$ cat src/rtl/axis_u32_to_ascii.sv
// Converts unsigned binary words to decimal ASCII bytes, most significant digit first.
// Uses a double-dabble BCD conversion, then streams the significant digits and an optional terminator.
module axis_u32_to_ascii #(
  parameter int unsigned DATA_W      = 32,
  parameter bit          APPEND_TERM = 1'b1,
  parameter logic [7:0]  TERM_CHAR   = 8'h0A
) (
  input  logic              clk,
  input  logic              rst,
  input  logic              tvalid_rx,
  output logic              tready_rx,
  input  logic [DATA_W-1:0] tdata_rx,
  input  logic              tlast_rx,
  output logic              tvalid_tx,
  input  logic              tready_tx,
  output logic [7:0]        tdata_tx,
  output logic              tlast_tx
);

  localparam int unsigned DIGITS = ((DATA_W * 1233) >> 12) + 1;
  localparam int unsigned BCD_W  = 4 * DIGITS;
  localparam int unsigned PTR_W  = $clog2(DIGITS);
  localparam int unsigned CNT_W  = $clog2(DATA_W + 1);

  typedef enum logic [2:0] {IDLE, CONVERT, ALIGN, EMIT, TERM} state_t;

  state_t             state, state_next;
  logic [DATA_W-1:0]  bin, bin_next;
  logic [BCD_W-1:0]   bcd, bcd_next;
  logic [CNT_W-1:0]   cnt, cnt_next;
  logic [PTR_W-1:0]   ptr, ptr_next;
  logic [7:0]         tdata_next;
  logic               tlast_next;
  logic               tvalid_next;

  logic [BCD_W-1:0]   bcd_adj;
  logic [PTR_W-1:0]   msd;
  logic [PTR_W-1:0]   ptr_dec;
  logic [3:0]         nib;

  // Each word is its own message, so the input tlast carries no information.
  logic unused_tlast;
  assign unused_tlast = tlast_rx;

  assign tready_rx = (state == IDLE) && !rst;
  assign ptr_dec   = ptr - 1'b1;

  always_comb begin
    bcd_adj = '0;
    nib     = '0;
    for (int i = 0; i < DIGITS; i++) begin
      nib = bcd[4*i +: 4];
      bcd_adj[4*i +: 4] = (nib >= 4'd5) ? nib + 4'd3 : nib;
    end
  end

  // Highest non-zero digit wins; an all-zero value leaves msd at 0 so a single '0' is sent.
  always_comb begin
    msd = '0;
    for (int i = 0; i < DIGITS; i++) begin
      if (bcd[4*i +: 4] != 4'd0) msd = PTR_W'(i);
    end
  end

  always_comb begin
    state_next  = state;
    bin_next    = bin;
    bcd_next    = bcd;
    cnt_next    = cnt;
    ptr_next    = ptr;
    tdata_next  = tdata_tx;
    tlast_next  = tlast_tx;
    tvalid_next = tvalid_tx;
    case (state)
      IDLE: begin
        if (tvalid_rx && tready_rx) begin
          bin_next   = tdata_rx;
          bcd_next   = '0;
          cnt_next   = '0;
          state_next = CONVERT;
        end
      end
      CONVERT: begin
        {bcd_next, bin_next} = {bcd_adj[BCD_W-2:0], bin, 1'b0};
        cnt_next = cnt + 1'b1;
        if (cnt == CNT_W'(DATA_W - 1)) state_next = ALIGN;
      end
      ALIGN: begin
        ptr_next    = msd;
        tdata_next  = 8'h30 + {4'b0000, bcd[4*msd +: 4]};
        tlast_next  = (msd == '0) && !APPEND_TERM;
        tvalid_next = 1'b1;
        state_next  = EMIT;
      end
      EMIT: begin
        if (tready_tx) begin
          if (ptr != '0) begin
            ptr_next   = ptr_dec;
            tdata_next = 8'h30 + {4'b0000, bcd[4*ptr_dec +: 4]};
            tlast_next = (ptr_dec == '0) && !APPEND_TERM;
          end else if (APPEND_TERM) begin
            tdata_next = TERM_CHAR;
            tlast_next = 1'b1;
            state_next = TERM;
          end else begin
            tvalid_next = 1'b0;
            tlast_next  = 1'b0;
            state_next  = IDLE;
          end
        end
      end
      TERM: begin
        if (tready_tx) begin
          tvalid_next = 1'b0;
          tlast_next  = 1'b0;
          state_next  = IDLE;
        end
      end
      default: state_next = IDLE;
    endcase
  end

  always_ff @(posedge clk) begin
    if (rst) begin
      state     <= IDLE;
      bin       <= '0;
      bcd       <= '0;
      cnt       <= '0;
      ptr       <= '0;
      tdata_tx  <= 8'h00;
      tlast_tx  <= 1'b0;
      tvalid_tx <= 1'b0;
    end else begin
      state     <= state_next;
      bin       <= bin_next;
      bcd       <= bcd_next;
      cnt       <= cnt_next;
      ptr       <= ptr_next;
      tdata_tx  <= tdata_next;
      tlast_tx  <= tlast_next;
      tvalid_tx <= tvalid_next;
    end
  end

endmodule

$ cat config.mk
export PLATFORM = sky130hd
export DESIGN_NAME = axis_u32_to_ascii
export DESIGN_NICKNAME = d
export VERILOG_FILES = /design/src/rtl/axis_u32_to_ascii.sv
export SDC_FILE = /design/constraint.sdc
export NUM_CORES = 1
export LEC_CHECK = 0
export ABC_CLOCK_PERIOD_IN_PS = 7500
export CAP_MARGIN = 20
export CORE_MARGIN = 2
export CORE_UTILIZATION = 33
export DETAILED_ROUTE_END_ITERATION = 6
export SKIP_CTS_REPAIR_TIMING = 1
export SLEW_MARGIN = 40
export SYNTH_ARGS = -nofsm -noshare
export SYNTH_HDL_FRONTEND = slang
export SYNTH_SLANG_ARGS = --single-unit
$ cat constraint.sdc
create_clock -name clk -period 7.5 [get_ports clk]
set_input_delay 1.5 -clock clk [delete_from_list [all_inputs] [get_ports clk]]
set_output_delay 1.5 -clock clk [all_outputs]
set_load 0.03 [all_outputs]
* Word level (Yosys, flattened, before mapping)
Index checks and enable logic that the tools add are counted. W data, S select, Z words.
Storage, ports and cells: memory bits (read-only) 0, memories 0, memory bits (writable) 0, bits in registers 95, latch bits 0, word-level logic and storage cells 111, input port bits 37, output and inout bits 11
Cells by class: equal/unequal tests 11, multipliers 0, magnitude comparators 10, multiplexer cells 42, add/sub/neg operators 14, bitwise logic cells 0, shifts and indexed selects 2, reductions and logical operators 24, div/mod/pow operators 0
Operator list (number):
- $pmux W40 S2 | 1
- $shiftx A40 B7 Y4 | 2
- $mux W4 | 19
- $pmux W32 S2 | 1
- $ge A4 B3 Y1 const B | 10
- $mux W40 | 1
- $reduce_bool A4 Y1 | 10
- $add A4 B2 Y4 const B | 9
- $mux W32 | 1
- $mux W3 | 6
- $pmux W8 S2 | 1
- $pmux W3 S5 | 1
- $add A6 B4 Y7 const A | 2
- $pmux W6 S2 | 1
- $ne A2 B2 Y1 const B | 5
- $mux W8 | 1
- $pmux W4 S2 | 1
- $mux W7 | 1
- $add A6 B1 Y6 const B | 1
- $eq A3 B2 Y1 const B | 2
- $eq A6 B5 Y1 const B | 1
- $mux W6 | 1
- $reduce_and A2 Y1 | 3
- $reduce_and A3 Y1 | 2
- other kinds (14) | 20

* Logic depth before layout (Yosys ltp)
word-level depth 13, depth in mapped cells 12, gate-level depth less buffers 9

* Worst setup path after synthesis
OpenSTA, ideal clock, no wires.
path type input -> output, start point in rst, end point out tready_rx, arrival time 1.896 ns, path buffers 0, data required time 6.000 ns, stages on the path 1, path slack 4.104 ns, cells stage by stage nor4_4
On the way: cells in the longest elaborated chain, start to end 2
RTL lines:
- from (decl) | RTL line 9 | input logic rst,
- $logic_not A1 Y1 | RTL line 45 | assign tready_rx = (state == IDLE) && !rst;
- $logic_and A1 B1 Y1 | RTL line 45
- to (decl) | RTL line 11 | output logic tready_rx,
No other way between the ends.

* Worst setup path after layout
Same ends and word-level chain as after synthesis.

==> results summary <==
The flow ran to the end, and the final reports show no timing, DRC or antenna violations. Detailed routing placed a total of ~6000 um of wire on met2. The async set-reset flop share out of synthesis came out at 0. Signal routing reaches up to met4.

The horizontal die dimension came out at between 100 and 150 um. For this run, the total global-route usage over all layers was measured as 0.158. The Yosys warning count came out at 0. The total detailed-routing wirelength is 13600 um. The count of routing violations after the opening detailed-route iteration came out at 369. The weighted congestion at the end of routability-driven global placement is between 0.8 and 0.9. The leakage power is 2.38 nW.

The post-layout net count came out at 764. In this run the worst setup path begins at rst. The worst setup path is launched from an input port. The arrival time reported for the critical path endpoint is 2.67 ns. The headroom to the max-slew limit is 0.471. The via count of the first global-routing pass is 4653. The detailed route wirelength on metal3 is 734 um. Clock-pin slew was measured on the worst setup and hold paths at around 0.070 ns. Setup violations remaining at the end of the flow were counted as 0. In the synthesized netlist the dominant register cell turns out to be sky130_fd_sc_hd__dfxtp_1.

The remaining antenna violation count came out at 0. The start of the worst register-to-register path is bcd[20]. In the final routed layout, each cell accounts on average for 14.7 um. The number of levels the H-tree was split into is 3.

The number of cells on the worst reg-to-reg path came out at 9. The worst hold path belongs to the class register to register. The endpoint identified for the worst register-to-register timing path is tdata_tx[1]. The number of primary I/O pins is 48.

Clock latency on the worst-skew pair, taken at its later pin, is between 0.3 and 0.4 ns. TritonCTS built the clock tree. The wire length of the first global-routing pass is 23500 um. The internal reg-to-reg setup slack came out at 4.78 ns. The period utilization came out at 0.556. The number of CTS-inserted buffers came out at 9. The count of flip-flops with a built-in enable after synthesis came out at 0.

In this run the standard cell core region covers between 0.015 and 0.02 mm^2. The cell area that synthesis handed to floorplanning was 0.00564 mm^2. The data required time at the worst endpoint is 6.00 ns. The remaining routing DRC violations is 0. The register area share after synthesis came out at 0.327.

The fraction of layout cells with a size suffix above 1 came out at 0.0678. The number of fillers in the final layout came out at 1709. The cell row count came out at 47.

The overall die height came out at 135 um. The power density over the cells came out at 177 mW/mm^2. Hold timing on the final database bottoms out at a slack of between 0.4 and 0.5 ns.

The count of buffers added on input and output ports is 44. The initial antenna violation count came out at 0. The initial standard-cell utilization of the core is 0.339.

The power consumption came out at between 1 and 1.5 mW. The maximum fanout count along the critical path is 29. The floorplan step defined a die boundary enclosing approximately 0.018 mm^2.

Setup repair after global routing left no endpoint under its margin. The pin count of the biggest net entering global routing is about 80. The CTS sink count came out at 92. Across the run, the number of max-cap violations was 0. The synthesized instance count came out at between 600 and 700. Leaving out fill and tap cells, the most frequent cell in the layout is sky130_fd_sc_hd__dfxtp_1. CTS placed an instance of sky130_fd_sc_hd__clkbuf_16 at the clock tree root. The wire length the detailed router placed on met1 came out at roughly 6700 um. The final antenna diode count is 0. STA classifies the critical path endpoint as a primary output. The first detailed-routing pass took 5 iterations. The number of hold violations in the final report came out at 0. The achievable clock frequency is 0.240 GHz. The worst path meets setup with 3.33 ns of slack. In the layout the commonest cells are sky130_fd_sc_hd__dfxtp_1 (91), sky130_fd_sc_hd__nor2_1 (75), sky130_fd_sc_hd__a21oi_1 (63). The maximum number of buffers from clock root to sink came out at 2. The routed design could run at a clock period as short as 4.17 ns. The per-cell via count in the routed design came out at between 5 and 6. The measured slew at the worst slew-check pin is about 0.8 ns. The placed wire-length estimate after detailed placement is 8940 um. The via total after detailed routing came out at between 4000 and 5000. The area growth from synthesis to layout is 15.4%. The final worst clock skew is 0.00395 ns.

The register bit count reported by yosys came out at 92. The number of library cell types mapped by synthesis came out at 65. The total congestion overflow is 0. The mean instance size in the synthesized netlist is roughly 8 um^2. The most critical setup path has its endpoint at tready_rx. The aggregate negative setup slack came out at 0 ns. The worst slack at placement came out at 3.32 ns.

The final-report max-slew violation count came out at 0. The worst-case IR drop observed on VDD is 0.000112 V. The worst setup path category is input port to primary output.
synthesized netlist by cell type (2+ instances only):
cell	count	area [um^2]
sky130_fd_sc_hd__o21a_1	2	15.0
sky130_fd_sc_hd__a221o_1	2	20.0
sky130_fd_sc_hd__xnor2_1	11	96.3
sky130_fd_sc_hd__or4_1	2	15.0
sky130_fd_sc_hd__buf_6	3	33.8
sky130_fd_sc_hd__nor2_1	76	285
sky130_fd_sc_hd__nor3_1	18	90.1
sky130_fd_sc_hd__buf_4	4	30.0
sky130_fd_sc_hd__o31ai_1	2	15.0
sky130_fd_sc_hd__o221ai_1	3	26.3
sky130_fd_sc_hd__a21oi_1	63	315
sky130_fd_sc_hd__xor2_1	2	17.5
sky130_fd_sc_hd__a211oi_1	36	270
sky130_fd_sc_hd__clkbuf_1	36	135
sky130_fd_sc_hd__mux4_2	7	158
sky130_fd_sc_hd__o22ai_1	2	12.5
sky130_fd_sc_hd__o211ai_1	3	22.5
sky130_fd_sc_hd__o21ai_0	37	185
sky130_fd_sc_hd__dfxtp_1	92	1840
sky130_fd_sc_hd__a311oi_1	2	17.5
sky130_fd_sc_hd__a31oi_1	13	81.3
sky130_fd_sc_hd__nor3b_1	16	120
sky130_fd_sc_hd__ha_1	24	300
sky130_fd_sc_hd__mux2i_1	53	531
sky130_fd_sc_hd__nand3b_1	2	15.0
sky130_fd_sc_hd__buf_2	6	30.0
sky130_fd_sc_hd__nand2_1	56	210
sky130_fd_sc_hd__inv_1	27	101
sky130_fd_sc_hd__a22oi_1	3	22.5
sky130_fd_sc_hd__nand2b_1	13	81.3
sky130_fd_sc_hd__or3b_4	4	45.0
sky130_fd_sc_hd__nand3_1	37	185
sky130_fd_sc_hd__o21ai_1	3	15.0
metrics by stage:
step	utilization	cells	area (um^2)
3_3_place_gp	0.371	912	6180
2_1_floorplan	-	693	5640
4_1_cts	0.390	928	6490
3_5_place_dp	0.371	912	6180
5_1_grt	0.391	928	6510
6_report	0.391	928	6510
power by group:
| group | total [mW] | switching [mW] | internal, mW |
|---|---|---|---|
| Combinational | 0.143 | 0.0845 | 0.0582 |
| Clock | 0.481 | 0.201 | 0.279 |
| Sequential | 0.529 | 0.0158 | 0.513 |
cell type report:
cell class	instances	area (um^2)	area share
multi-input cells	524	3500	0.537
clock buffers	12	256	0.0394
clock inverters	4	55.1	0.00846
flip-flops and latches	92	1840	0.283
inverters	27	101	0.0156
well taps	220	275	0.0423
repair buffers	49	479	0.0736
state kept, by name, summed over array words and instances, names as in the netlist:
signal     count
ptr            4
tlast_tx       1
tvalid_tx      1
bin           32
state          3
cnt            6
tdata_tx       5
bcd           40
metal layers:
layer / global-route usage / vias to the layer above
met4: 0.0480 / 0
met1: 0.218 / 2317
met5: 0 / -
met2: 0.243 / 113
li1: - / 2501
met3: 0.0383 / 16
worst max-delay path: stages:
cell,delay [ns]
sky130_fd_sc_hd__buf_4,0.22
sky130_fd_sc_hd__nor4_4,0.22
sky130_fd_sc_hd__clkdlybuf4s50_1,0.73
logic make-up (layout without fill, tap and decap cells):
group / Yosys count / in the layout / synth area share
buf+inv: 77 / 92 / 0.0592
mux: 62 / 62 / 0.129
compound gates: 184 / 184 / 0.203
fa+ha+maj: 24 / 24 / 0.0532
simple gates: 239 / 239 / 0.208
other cells: 1 / 2 / 0.000665
xor+xnor: 13 / 13 / 0.0202
flops: 92 / 92 / 0.327
worst min path at each step:
stage	endpoint	slack, ns	startpoint	depth (start not counted)
after global placement	bcd[0]	0.44	bin[31]	2
after global routing	bcd[0]	0.50	bin[31]	2
after floorplan	bcd[0]	0.43	bin[31]	2
after CTS	bcd[0]	0.47	bin[31]	2
after detailed placement	bcd[0]	0.46	bin[31]	2
final	bcd[0]	0.47	bin[31]	2
Note: power is estimated with default switching activity, not from simulation.
